--- config.mk ---
export PLATFORM = sky130hd
export DESIGN_NAME = stream_demux1to2
export DESIGN_NICKNAME = d
export VERILOG_FILES = /design/src/rtl/stream_demux1to2.sv
export SDC_FILE = /design/constraint.sdc
export NUM_CORES = 1
export LEC_CHECK = 0
export ABC_AREA = 1
export CAP_MARGIN = 20
export CORE_AREA = 2 2 40 60
export CTS_CLUSTER_SIZE = 16
export DETAILED_ROUTE_END_ITERATION = 16
export DIE_AREA = 0 0 42 62
export GPL_TIMING_DRIVEN = 0
export PLACE_DENSITY = 0.73
export SETUP_SLACK_MARGIN = 0.05
export SKIP_LAST_GASP = 1
export SLEW_MARGIN = 20
export SYNTH_ARGS = -nofsm -noshare
export SYNTH_HDL_FRONTEND = slang
export SYNTH_SLANG_ARGS = --single-unit
--- constraint.sdc ---
create_clock -name clk -period 0.9 [get_ports clk]
set_input_delay 0.09 -clock clk [delete_from_list [all_inputs] [get_ports clk]]
set_output_delay 0.09 -clock clk [all_outputs]
set_load 0.02 [all_outputs]
--- src/rtl/stream_demux1to2.sv ---
// One-to-two stream demultiplexer with a one-entry holding register per output.
// Define DEMUX_CNT_EN to add the 16-bit per-port transfer counters cnt0/cnt1.
module stream_demux1to2 #(
    parameter int DATA_WIDTH = 8
) (
    input  logic                  clk,
    input  logic                  rst,
    input  logic                  in_valid,
    output logic                  in_ready,
    input  logic [DATA_WIDTH-1:0] in_data,
    input  logic                  sel,
    output logic                  out0_valid,
    input  logic                  out0_ready,
    output logic [DATA_WIDTH-1:0] out0_data,
    output logic                  out1_valid,
    input  logic                  out1_ready,
    output logic [DATA_WIDTH-1:0] out1_data
`ifdef DEMUX_CNT_EN
    ,
    output logic [15:0]           cnt0,
    output logic [15:0]           cnt1
`endif
);

    typedef enum logic {
        EMPTY = 1'b0,
        FULL  = 1'b1
    } state_t;

    state_t                r_st0;
    state_t                r_st1;
    state_t                w_st0_nxt;
    state_t                w_st1_nxt;
    logic [DATA_WIDTH-1:0] r_data0;
    logic [DATA_WIDTH-1:0] r_data1;
    logic                  w_ld0;
    logic                  w_ld1;
    logic                  w_dr0;
    logic                  w_dr1;

    assign out0_valid = (r_st0 == FULL);
    assign out1_valid = (r_st1 == FULL);
    assign out0_data  = r_data0;
    assign out1_data  = r_data1;

    // A slot can take a word when empty or when it is being drained this cycle.
    assign in_ready = sel ? (!out1_valid | out1_ready) : (!out0_valid | out0_ready);

    assign w_ld0 = in_valid & in_ready & ~sel;
    assign w_ld1 = in_valid & in_ready &  sel;
    assign w_dr0 = out0_valid & out0_ready;
    assign w_dr1 = out1_valid & out1_ready;

    always_ff @(posedge clk or posedge rst) begin
        if (rst) begin
            r_st0 <= EMPTY;
            r_st1 <= EMPTY;
        end else begin
            r_st0 <= w_st0_nxt;
            r_st1 <= w_st1_nxt;
        end
    end

    always_comb begin
        w_st0_nxt = r_st0;
        w_st1_nxt = r_st1;
        case (r_st0)
            EMPTY:   if (w_ld0) w_st0_nxt = FULL;
            FULL:    if (w_dr0 && !w_ld0) w_st0_nxt = EMPTY;
            default: w_st0_nxt = EMPTY;
        endcase
        case (r_st1)
            EMPTY:   if (w_ld1) w_st1_nxt = FULL;
            FULL:    if (w_dr1 && !w_ld1) w_st1_nxt = EMPTY;
            default: w_st1_nxt = EMPTY;
        endcase
    end

    always_ff @(posedge clk or posedge rst) begin
        if (rst) begin
            r_data0 <= '0;
            r_data1 <= '0;
        end else begin
            if (w_ld0) r_data0 <= in_data;
            if (w_ld1) r_data1 <= in_data;
        end
    end

`ifdef DEMUX_CNT_EN
    logic [15:0] r_cnt0;
    logic [15:0] r_cnt1;

    always_ff @(posedge clk or posedge rst) begin
        if (rst) begin
            r_cnt0 <= '0;
            r_cnt1 <= '0;
        end else begin
            if (w_dr0) r_cnt0 <= r_cnt0 + 16'd1;
            if (w_dr1) r_cnt1 <= r_cnt1 + 16'd1;
        end
    end

    assign cnt0 = r_cnt0;
    assign cnt1 = r_cnt1;
`endif

endmodule
==> run metrics <==
Port Buf Inserts=31; NumNets Final=149; worst-case clock buffer depth=2; flop and latch count out of synthesis=18; worst hold path type=in -> reg; Hold Fails Final Rpt=0; Worst EP arrival=1.13 ns; GPL Wtd Cong=0.741; routed vias/inst=4.99; cell total after placement=138; post-route setup TNS=-2.24 ns; post-synthesis cell type count=10; H-tree depth=1; Cell Area, Synth=810 um2; Worst VDD drop=1.31 mV; Mapped Avg Cell Area=9.64 um2; setup ws final=-0.317 ns; failing checks=setup timing; Core ar.=0.00213 mm2; Tcrit/Tclk final=1.35; CTS tree=done; final number of max-transition violations=0; gr busiest metal=met2; antenna violations before repair=0; outcome=finished, violations left; die height=62 um; Num CTS Buffers=3; Ys Warns=0; remaining global-route overflow=0; final setup fails=37; worst rel slew slack=0.554; crit path kind=reg -> out; area delta synth->final=68.5%; total number of vias=between 700 and 800; Tmin final=1.22 ns; Top Ports=33; cell taking the most area after synthesis=dfrtp_1; Final ANT Viol Nets=0; Pleak=0.715 nW; met3 Track Usage GR=0.0260; Fmax=821 MHz; Total GRT Usage=0.159; met1 usage=0.175; 1st-iter DRT viols=15; pin count of the biggest net entering global routing=19; vias in the first global route=728; share of layout cells above drive strength 1=0.396; WL final=roughly 2000 um; P per Cell Area=about 1800 mW/mm2; die footprint=0.00260 mm2; dpl ws=-0.744 ns; synth top area cells=dfrtp_1, nand2_1, nand4_1, nand3_4, buf_6; die width=42 um; Rows=21; share of the synthesized area in the top cell type=0.556; final non-filler cell total=157; met2 GRT Util=0.310; clk sinks=18; maxcap violations=0; CTS clk-pin slew, worst paths=approximately 0.1 ns; Skew-Pair Late Insertion Delay=0.29 ns; Post-Syn Instances=84; first-pass detailed-route iteration total=4; required time of the critical path=0.81 ns; sequential-to-total area share from yosys stat=0.556; DRC viols=0; effective utilization at floorplan=0.380; first-pass GRT wire length=~3200 um; Final Skew=0.00534 ns; syn_nets=98; Crit. End Element=output port; Worst Path Max Fanout=2; CP startpoint kind=register; worst slew pin tran=roughly 0.67 ns; clock root buffer=clkbuf_4; RSZ-0062 raised after global routing=yes; post-DP HPWL=1370 um; average wire per standard cell=12.9 um; diode count=0
timing repair:
action	CTS	global route
buffers inserted	7	8
pin swaps	3	2
cloned	1	0
gates resized for setup	112	4
endpoints found under the setup margin	35	37
hold buffers	0	0
placed cells by master (no fill, tap or decap):
master           synthesis  routed
nand2_1                 37      34
buf_6                    2      23
nand4_1                 16      16
dfrtp_1                 18      16
buf_4                    2      13
clkdlybuf4s50_1          0      12
nand2_4                  0       5
inv_1                    3       3
clkbuf_4                 0       3
nand3_4                  2       2
dfrtp_2                  0       2
buf_12                   1       1
inv_2                    1       1
clkbuf_8                 0       1
nand3_2                  0       1
buf_2                    0       1
final timing paths:
kind	from	slack (ns)	cells past startpoint	endpoint
worst max-delay path	out0_valid	-0.32	5	in_ready
worst min-delay path	in_valid	0.09	3	out0_data[6]
worst max register to register	out1_valid	-0.10	5	out1_data[0]
worst min register to register	out1_data[1]	0.50	2	out1_data[1]
max in group asynchronous	rst	0.25	2	out0_valid
min in group asynchronous	rst	0.19	2	out0_data[6]
layer usage:
| metal | vias to the layer above | wire length [um] |
|---|---|---|
| li1 | 383 | - |
| met1 | 365 | 775 |
| met2 | 29 | 1080 |
| met3 | 6 | 112 |
| met4 | 0 | 62 |
| met5 | - | 0 |
report_power, final:
group,switching [W],internal (W),leakage (nW)
sequential,0.0000917,0.000934,0.221
clock,0.000241,0.000247,0.0210
combinational,0.000418,0.000481,0.473
metrics by stage:
step,total power [W],hold WS (ns),instance area [um2],util
final,0.00241,0.0940,1360,0.641
after global routing,0.00253,0.0913,1360,0.641
after CTS,0.00236,0.0894,1320,0.618
after detailed placement,0.00176,0.403,1180,0.555
after global placement,0.00175,0.392,1180,0.555
after floorplan,0.00140,0.0284,842,-
flip-flops by register name (all words and copies together), names as in the netlist:
name	flops
out0_valid	1
out1_valid	1
out1_data	8
out0_data	8
layout make-up:
type                       instances  area [um2]
buffer                             5        65.1
timing repair buffer              45         437
sequential                        18         453
multi-input combinational         58         329
clock buffer                       4        36.3
tap                               23        28.8
fill                             187         764
inverter                           4        15.0
synth_stat cells:
library cell,instances
buf_12,1
nand2_2,2
buf_6,2
nand4_1,16
dfrtp_1,18
nand2_1,37
inv_2,1
nand3_4,2
inv_1,3
buf_4,2
critical path, stage by stage (launching register included):
cell and delay (ns):
dfrtp_2 0.44, nand2_4 0.07, buf_6 0.10, nand2_4 0.04, nand2_4 0.07, buf_6 0.11
logic make-up (layout without fill, tap and decap cells):
logic type / Yosys count / in the layout / synth area share
buffers and inverters: 9 / 58 / 0.0896
DFF: 18 / 18 / 0.556
and+or+nand+nor: 57 / 58 / 0.354
No activity file was read; power rests on OpenSTA's default activity.
